### src/rtl/hazard_stall_ctrl_pkg.sv
// Shared definitions for the hazard/stall controller and its neighbours: the
// bypass and register-file blocks use the same register-index width, r0 constant
// and default mult/div latency.
// Contents:
//   RegIdxW          register index width (5)
//   reg_idx_t        register index type
//   RegZero          r0 (hardwired zero, never a hazard source)
//   MdLatencyDefault default mult/div issue-to-ready latency
//   reg_match()      dependency compare that ignores r0 and unused operands
package hazard_stall_ctrl_pkg;

  localparam int unsigned RegIdxW = 5;

  typedef logic [RegIdxW-1:0] reg_idx_t;

  localparam reg_idx_t RegZero = '0;

  localparam int unsigned MdLatencyDefault = 32;

  // A write to r0 is discarded, so nothing can depend on it.
  function automatic logic reg_match(reg_idx_t src, logic used, reg_idx_t dest);
    return used && (src == dest) && (dest != RegZero);
  endfunction

endpackage

### src/rtl/hazard_stall_ctrl_if.sv
// Pipeline-side bundle for the hazard/stall controller.
// Decode (F/D) side: fd_valid, fd_rs1/fd_rs2 + used bits, fd_dest, fd_we,
//   fd_is_load, fd_is_md; pipeline control: flush, mw_we.
// Controller outputs: stall_fd (freeze PC and F/D), bubble_de (nop into D/X),
//   md_busy/md_dest (outstanding mult/div), md_wb (mult/div owns the RF write port).
// master: pipeline driving the decode side; slave: the controller.
interface hazard_stall_ctrl_if;
  import hazard_stall_ctrl_pkg::*;

  logic     fd_valid;
  reg_idx_t fd_rs1;
  reg_idx_t fd_rs2;
  logic     fd_rs1_used;
  logic     fd_rs2_used;
  reg_idx_t fd_dest;
  logic     fd_we;
  logic     fd_is_load;
  logic     fd_is_md;
  logic     flush;
  logic     mw_we;

  logic     stall_fd;
  logic     bubble_de;
  logic     md_busy;
  reg_idx_t md_dest;
  logic     md_wb;

  modport master (
    output fd_valid, fd_rs1, fd_rs2, fd_rs1_used, fd_rs2_used, fd_dest, fd_we,
           fd_is_load, fd_is_md, flush, mw_we,
    input  stall_fd, bubble_de, md_busy, md_dest, md_wb
  );

  modport slave (
    input  fd_valid, fd_rs1, fd_rs2, fd_rs1_used, fd_rs2_used, fd_dest, fd_we,
           fd_is_load, fd_is_md, flush, mw_we,
    output stall_fd, bubble_de, md_busy, md_dest, md_wb
  );

endinterface

### src/rtl/hazard_stall_ctrl_md_tracker.sv
// Tracks the single outstanding mult/div operation and arbitrates its result
// onto the register-file write port.
// Ports:
//   clk_i        clock, rising edge
//   rst_i        synchronous active-high reset
//   issue_md_i   a mult/div is issuing into D/X this cycle
//   issue_dest_i its destination register
//   mw_we_i      M/W stage owns the write port this cycle (has priority)
//   md_busy_o    operation outstanding (set at issue, cleared by md_wb)
//   md_dest_o    destination of the outstanding operation
//   md_wb_o      result is written to the register file this cycle
module hazard_stall_ctrl_md_tracker
  import hazard_stall_ctrl_pkg::*;
#(
  parameter int unsigned MD_LATENCY = MdLatencyDefault,
  parameter int unsigned CNT_W      = 6
) (
  input  logic     clk_i,
  input  logic     rst_i,
  input  logic     issue_md_i,
  input  reg_idx_t issue_dest_i,
  input  logic     mw_we_i,
  output logic     md_busy_o,
  output reg_idx_t md_dest_o,
  output logic     md_wb_o
);

  logic             busy_q, busy_d;
  logic             pending_q, pending_d;
  reg_idx_t         dest_q, dest_d;
  logic [CNT_W-1:0] cnt_q, cnt_d;

  always_comb begin
    busy_d    = busy_q;
    pending_d = pending_q;
    dest_d    = dest_q;
    cnt_d     = cnt_q;
    md_wb_o   = pending_q & ~mw_we_i;

    if (md_wb_o) begin
      busy_d    = 1'b0;
      pending_d = 1'b0;
    end else if (busy_q && (cnt_q != '0)) begin
      cnt_d = cnt_q - CNT_W'(1);
      // Raise pending together with the count reaching zero so the result can
      // be written in the MD_LATENCY-th busy cycle.
      if (cnt_q == CNT_W'(1)) begin
        pending_d = 1'b1;
      end
    end

    // The structural stall keeps a new mult/div from issuing while busy.
    if (issue_md_i) begin
      busy_d    = 1'b1;
      pending_d = 1'b0;
      dest_d    = issue_dest_i;
      cnt_d     = CNT_W'(MD_LATENCY - 1);
    end
  end

  always_ff @(posedge clk_i) begin
    if (rst_i) begin
      busy_q    <= 1'b0;
      pending_q <= 1'b0;
      dest_q    <= '0;
      cnt_q     <= '0;
    end else begin
      busy_q    <= busy_d;
      pending_q <= pending_d;
      dest_q    <= dest_d;
      cnt_q     <= cnt_d;
    end
  end

  assign md_busy_o = busy_q;
  assign md_dest_o = dest_q;

endmodule

### src/rtl/hazard_stall_ctrl.sv
// Hazard/stall controller: detects hazards the execute-stage bypass cannot
// resolve (load-use at distance 1, operands still in the multicycle mult/div
// unit) and stalls issue until the value exists.
// Ports:
//   clk_i  clock, rising edge
//   rst_i  synchronous active-high reset, clears all state
//   bus    hazard_stall_ctrl_if.slave: F/D instruction fields, flush, mw_we in;
//          stall_fd, bubble_de, md_busy, md_dest, md_wb out
// MD_LATENCY must be at least 2 and 2**CNT_W must exceed it.
module hazard_stall_ctrl
  import hazard_stall_ctrl_pkg::*;
#(
  parameter int unsigned MD_LATENCY = MdLatencyDefault,
  parameter int unsigned CNT_W      = 6
) (
  input  logic                 clk_i,
  input  logic                 rst_i,
  hazard_stall_ctrl_if.slave   bus
);

  // D/X copy of the instruction that issued last cycle.
  logic     de_valid_q, de_valid_d;
  reg_idx_t de_dest_q, de_dest_d;
  logic     de_we_q, de_we_d;
  logic     de_is_load_q, de_is_load_d;

  logic     load_use;
  logic     md_hazard;
  logic     stall;
  logic     issue;
  logic     md_busy;
  reg_idx_t md_dest;
  logic     md_wb;

  always_comb begin
    load_use = de_valid_q & de_is_load_q & de_we_q &
               (reg_match(bus.fd_rs1, bus.fd_rs1_used, de_dest_q) |
                reg_match(bus.fd_rs2, bus.fd_rs2_used, de_dest_q));

    // The result is never forwarded, so readers, writers (WAW) and any other
    // mult/div all wait for md_wb.
    md_hazard = md_busy & bus.fd_valid &
                (reg_match(bus.fd_rs1, bus.fd_rs1_used, md_dest) |
                 reg_match(bus.fd_rs2, bus.fd_rs2_used, md_dest) |
                 reg_match(bus.fd_dest, bus.fd_we, md_dest) |
                 bus.fd_is_md);

    // Flush kills F/D anyway, so it overrides the stall.
    stall = (load_use | md_hazard) & ~bus.flush;
    issue = bus.fd_valid & ~stall & ~bus.flush;
  end

  always_comb begin
    de_valid_d   = issue;
    de_dest_d    = de_dest_q;
    de_we_d      = de_we_q;
    de_is_load_d = de_is_load_q;
    if (issue) begin
      de_dest_d    = bus.fd_dest;
      de_we_d      = bus.fd_we;
      de_is_load_d = bus.fd_is_load;
    end
  end

  always_ff @(posedge clk_i) begin
    if (rst_i) begin
      de_valid_q   <= 1'b0;
      de_dest_q    <= '0;
      de_we_q      <= 1'b0;
      de_is_load_q <= 1'b0;
    end else begin
      de_valid_q   <= de_valid_d;
      de_dest_q    <= de_dest_d;
      de_we_q      <= de_we_d;
      de_is_load_q <= de_is_load_d;
    end
  end

  hazard_stall_ctrl_md_tracker #(
    .MD_LATENCY (MD_LATENCY),
    .CNT_W      (CNT_W)
  ) u_md_tracker (
    .clk_i        (clk_i),
    .rst_i        (rst_i),
    .issue_md_i   (issue & bus.fd_is_md),
    .issue_dest_i (bus.fd_dest),
    .mw_we_i      (bus.mw_we),
    .md_busy_o    (md_busy),
    .md_dest_o    (md_dest),
    .md_wb_o      (md_wb)
  );

  assign bus.stall_fd  = stall;
  assign bus.bubble_de = stall | bus.flush;
  assign bus.md_busy   = md_busy;
  assign bus.md_dest   = md_dest;
  assign bus.md_wb     = md_wb;

endmodule

### src/flat_wrapper.sv
// flat-port wrapper written by rule: the top's interface ports become plain ports
module hazard_stall_ctrl_flat import hazard_stall_ctrl_pkg::*;
#(
  parameter int unsigned MD_LATENCY = MdLatencyDefault,
  parameter int unsigned CNT_W      = 6
)
  (clk_i, rst_i, bus_fd_valid, bus_fd_rs1, bus_fd_rs2, bus_fd_rs1_used, bus_fd_rs2_used, bus_fd_dest, bus_fd_we, bus_fd_is_load, bus_fd_is_md, bus_flush, bus_mw_we, bus_stall_fd, bus_bubble_de, bus_md_busy, bus_md_dest, bus_md_wb);
  hazard_stall_ctrl_if bus_i ();
  input  logic clk_i;
  input  logic rst_i;
  input wire logic [$bits(bus_i.fd_valid)-1:0] bus_fd_valid;
  input wire logic [$bits(bus_i.fd_rs1)-1:0] bus_fd_rs1;
  input wire logic [$bits(bus_i.fd_rs2)-1:0] bus_fd_rs2;
  input wire logic [$bits(bus_i.fd_rs1_used)-1:0] bus_fd_rs1_used;
  input wire logic [$bits(bus_i.fd_rs2_used)-1:0] bus_fd_rs2_used;
  input wire logic [$bits(bus_i.fd_dest)-1:0] bus_fd_dest;
  input wire logic [$bits(bus_i.fd_we)-1:0] bus_fd_we;
  input wire logic [$bits(bus_i.fd_is_load)-1:0] bus_fd_is_load;
  input wire logic [$bits(bus_i.fd_is_md)-1:0] bus_fd_is_md;
  input wire logic [$bits(bus_i.flush)-1:0] bus_flush;
  input wire logic [$bits(bus_i.mw_we)-1:0] bus_mw_we;
  output wire logic [$bits(bus_i.stall_fd)-1:0] bus_stall_fd;
  output wire logic [$bits(bus_i.bubble_de)-1:0] bus_bubble_de;
  output wire logic [$bits(bus_i.md_busy)-1:0] bus_md_busy;
  output wire logic [$bits(bus_i.md_dest)-1:0] bus_md_dest;
  output wire logic [$bits(bus_i.md_wb)-1:0] bus_md_wb;
  assign bus_i.fd_valid = bus_fd_valid;
  assign bus_i.fd_rs1 = bus_fd_rs1;
  assign bus_i.fd_rs2 = bus_fd_rs2;
  assign bus_i.fd_rs1_used = bus_fd_rs1_used;
  assign bus_i.fd_rs2_used = bus_fd_rs2_used;
  assign bus_i.fd_dest = bus_fd_dest;
  assign bus_i.fd_we = bus_fd_we;
  assign bus_i.fd_is_load = bus_fd_is_load;
  assign bus_i.fd_is_md = bus_fd_is_md;
  assign bus_i.flush = bus_flush;
  assign bus_i.mw_we = bus_mw_we;
  assign bus_stall_fd = bus_i.stall_fd;
  assign bus_bubble_de = bus_i.bubble_de;
  assign bus_md_busy = bus_i.md_busy;
  assign bus_md_dest = bus_i.md_dest;
  assign bus_md_wb = bus_i.md_wb;
  hazard_stall_ctrl #(.MD_LATENCY(MD_LATENCY), .CNT_W(CNT_W)) u_core (.clk_i(clk_i), .rst_i(rst_i), .bus(bus_i));
endmodule
### config.mk
export PLATFORM = sky130hd
export DESIGN_NAME = hazard_stall_ctrl_flat
export DESIGN_NICKNAME = d
export VERILOG_FILES = /design/src/rtl/hazard_stall_ctrl_pkg.sv /design/src/rtl/hazard_stall_ctrl_if.sv /design/src/rtl/hazard_stall_ctrl_md_tracker.sv /design/src/rtl/hazard_stall_ctrl.sv /design/src/flat_wrapper.sv
export SDC_FILE = /design/constraint.sdc
export NUM_CORES = 1
export LEC_CHECK = 0
export ABC_AREA = 1
export BUFFER_PORTS_ARGS = -buffer_cell sky130_fd_sc_hd__buf_2
export CAP_MARGIN = 20
export CORE_ASPECT_RATIO = 0.8
export CORE_MARGIN = 2
export CORE_UTILIZATION = 35
export CTS_CLUSTER_DIAMETER = 50
export CTS_CLUSTER_SIZE = 25
export DETAILED_ROUTE_END_ITERATION = 12
export HOLD_SLACK_MARGIN = 0.15
export PLACE_DENSITY_LB_ADDON = 0.15
export SLEW_MARGIN = 15
export SYNTH_ARGS = -nofsm -noshare
export SYNTH_HDL_FRONTEND = slang
export SYNTH_HIERARCHICAL = 1
export SYNTH_SLANG_ARGS = --single-unit
### constraint.sdc
create_clock -name clk_i -period 2.05 [get_ports clk_i]
set_input_delay 0.41 -clock clk_i [delete_from_list [all_inputs] [get_ports clk_i]]
set_output_delay 0.41 -clock clk_i [all_outputs]
set_load 0.01 [all_outputs]
==> flow_summary.json <==
{
  "first_pass_detailed_route_iteration_total": 4,
  "reg2regPathDepth": 17,
  "drv_slew": 0,
  "antenna_cells": 0,
  "critical_path_peak_fanout": 8,
  "ctsRootBufferMaster": "clkbuf_8",
  "synth_cells": 262,
  "drc": 0,
  "yosys_warnings": 6,
  "kind_of_critical_path": "flop to output pin",
  "synthDominantAreaCellType": "dfxtp_1",
  "cap_viol_max_count": 0,
  "boundaryPins": 34,
  "initial_core_util_pct": 36.0,
  "cp-startpoint": "u_core/u_md_tracker/md_dest_o[3]",
  "critical_path_rt_ps": 1640,
  "post-synth-top-area-fraction_pct": 28.1,
  "detail_route.wirelength_um": 3870,
  "antenna_found_initial": 0,
  "synthesis.area_um2": 1490,
  "vias_per_cell": 4.48,
  "routed_wire_length_per_instance_um": 10.8,
  "drt_first_iter_violations": 115,
  "timing.critical_path.mode_cell": "nand2_2",
  "postPlaceCellArea_um2": 1750,
  "rsz_0062_raised_after_global_routing": "yes",
  "wl_met1_um": 2210,
  "cp_slowest_stage_delay_ps": 400,
  "dr_total_vias": 1609,
  "reg2reg_from": "u_core/u_md_tracker/md_dest_o[4]",
  "final_hpwl_dp_um": 3070,
  "finalNetCount": 330,
  "status": "finished clean",
  "drive_gt1_share_pct": 25.5,
  "dpl.cell_count": 353,
  "powerDensity_nw_per_um2": 555,
  "cp_cell_sequence": "inv_2, nand2_1, nand2_1, nor2_1, nand3_1, nand3_1, nand2_2, nand2_2, nand2_2, and2_4, nor2_1, buf_2",
  "globalRoute.totalOverflow": 0,
  "clock_tree.htree_level_count": 1,
  "min_path_type": "input port to flop",
  "synth-seq-area-share_pct": 28.1,
  "cts-root-to-sink-buffers": 2,
  "die_outline_area_um2": 4810,
  "clk-insertion-delay-late_ps": 260,
  "setup_viol_count_final": 0,
  "holdBufCountCts": 0,
  "worst-r2r-setup-slack_ps": 180,
  "grt_start_max_net_pins": 16,
  "die_h_um": 62.4,
  "cts_tree": "built",
  "min_period_over_period_pct": 99.5,
  "syn-num-nets": 289,
  "cts_made_buffers": 3,
  "worst_slew_pin_slew_ps": 254,
  "setup.worst_path.end": "bus_stall_fd",
  "path_clk_slew_ps": 70,
  "crit_path_slowest_cell": "dfxtp_4",
  "core.rowCount": 21,
  "synth-seq-cells": 21,
  "number_of_fill_cells_in_the_layout": 494,
  "start_kind": "flop",
  "grt_first_pass_wirelength_um": 6600,
  "clock_skew_ps": 0.860,
  "timing.setup.tns_ps": 0,
  "dr_wl_met2_um": 1420,
  "vdd.ir_drop.worst_uv": 355,
  "critical_path.endpoint_type": "output pin",
  "regToRegEndpoint": "u_core/u_md_tracker/cnt_q[4]",
  "cts.sink_count": 21,
  "maxSlewHeadroom_pct": 83.0,
  "areaGrowthSynthToFinish_pct": 24.8,
  "top_layer_used_by_detailed_routing": "met4",
  "io_buffers": 33,
  "syn_area_per_cell_um2": 5.70,
  "post_synth_main_area_contributors": "dfxtp_1, nand2_1, nor2_1",
  "met3WireLength_um": 217,
  "unique_masters_post_synth": 26,
  "period_minus_slack_ps": 2040,
  "final_cell_area_um2": 1860,
  "floorplan.die.width_um": 77.0,
  "power.static_leakage_nw": 1.03,
  "drt_antenna_net_count": 0,
  "finish.utilization_pct": 44.9,
  "arrival_time_reported_for_the_critical_path_endpoint_ps": 1630,
  "floorplan.core_area_um2": 4150,
  "clock.fmax_ghz": 0.490,
  "first_global_vias": 1376,
  "place_congestion": 1.04,
  "layoutNonFillerInstCount": 359,
  "groute.usage.overall_pct": 16.8,
  "finalHoldViolations": 0
}
cell families (layout without fill, tap and decap cells):
| logic type | count (synthesis) | in the layout | share of synthesized area [%] |
|---|---|---|---|
| buffers and inverters | 47 | 87 | 12.6 |
| xor gates and xnor gates | 2 | 2 | 1.17 |
| adders and majority gates | 2 | 2 | 1.67 |
| and+or+nand+nor | 170 | 170 | 49.0 |
| DFF | 21 | 21 | 28.1 |
| AOI/OAI and AO/OA | 20 | 20 | 7.45 |
worst min path at each step:
stage / depth (start not counted) / end / from
4_1_cts: 3 / u_core/de_is_load_q / bus_fd_is_load
5_1_grt: 3 / u_core/de_is_load_q / bus_fd_is_load
3_5_place_dp: 1 / u_core/u_md_tracker/pending_q / u_core/u_md_tracker/pending_q
6_report: 3 / u_core/de_is_load_q / bus_fd_is_load
3_3_place_gp: 1 / u_core/u_md_tracker/pending_q / u_core/u_md_tracker/pending_q
2_1_floorplan: 1 / u_core/u_md_tracker/pending_q / u_core/u_md_tracker/pending_q
synthesized netlist by cell type, drive strengths merged:
library cell / instances
inv: 44
dfxtp: 21
nor2: 54
or2: 1
o21a: 1
and2: 1
buf: 2
nor3: 3
o22ai: 4
nand2: 88
xor2: 2
nand4: 3
o21ai: 5
ha: 2
nand3: 20
clkbuf: 1
a21oi: 10
layout by cell type (no fill, tap or decap):
master    count
nand2_1      78
nor2_1       47
inv_1        38
buf_2        33
nand3_1      19
dfxtp_1      15
a21oi_1       9
nand2_2       8
inv_2         6
nor2_2        6
o21ai_0       5
buf_4         4
o22ai_1       4
dfxtp_4       4
clkbuf_8      3
nor3_1        2
xor2_1        2
nand4_1       2
dfxtp_2       2
nand2_4       2
ha_1          2
clkbuf_1      1
buf_6         1
nor3_2        1
and2_4        1
nand4_4       1
nand3_2       1
nor2_4        1
or2_2         1
a21oi_2       1
o21a_1        1
buf_12        1
layer usage:
layer | vias up | track usage [%]
li1 | 881 | -
met1 | 678 | 26.4
met2 | 46 | 23.2
met3 | 4 | 3.76
met4 | 0 | 3.35
met5 | - | 0
where the power goes:
group          switching, mW  internal, mW
Clock                  0.133         0.138
Combinational          0.177         0.123
Sequential            0.0302         0.433
Total                  0.340         0.694
critical path, delay by kind of cell, from the launching register on:
family                 cells  cell delay (ps)
AND/OR/NAND/NOR           10              800
buffers and inverters      2              180
flip-flops                 1              400
area by class of cell:
cell class                      instances  area, µm²  share of cell area [%]
Tap cell                               57       71.3                    3.83
Multi-Input combinational cell        194        918                    49.3
Clock buffer                            4       45.0                    2.42
Timing Repair Buffer                   39        226                    12.1
Sequential cell                        21        438                    23.5
Inverter                               44        165                    8.86
sequential cells by signal, indices dropped and copies added, names as in the netlist:
name	cells
u_core/de_valid_q	1
u_core/de_is_load_q	1
u_core/u_md_tracker/cnt_q	6
u_core/u_md_tracker/md_dest_o	5
u_core/u_md_tracker/pending_q	1
u_core/u_md_tracker/md_busy_o	1
u_core/de_dest_q	5
u_core/de_we_q	1
per-stage QoR:
stage | hold slack, ps | worst slack [ps] | total power, mW
after global routing | 402 | -106 | 1.12
after detailed placement | 461 | 57.3 | 0.763
after floorplan | 440 | 85.8 | 0.674
after global placement | 451 | 60.7 | 0.765
final | 371 | 9.35 | 1.03
after CTS | 371 | -46.9 | 1.04
timing repair:
action                     CTS  global route
resized for setup           14             9
setup buffers                2             0
setup endpoints to repair    2             9
pin swaps                    6             9
(Power assumes the default switching activity.)
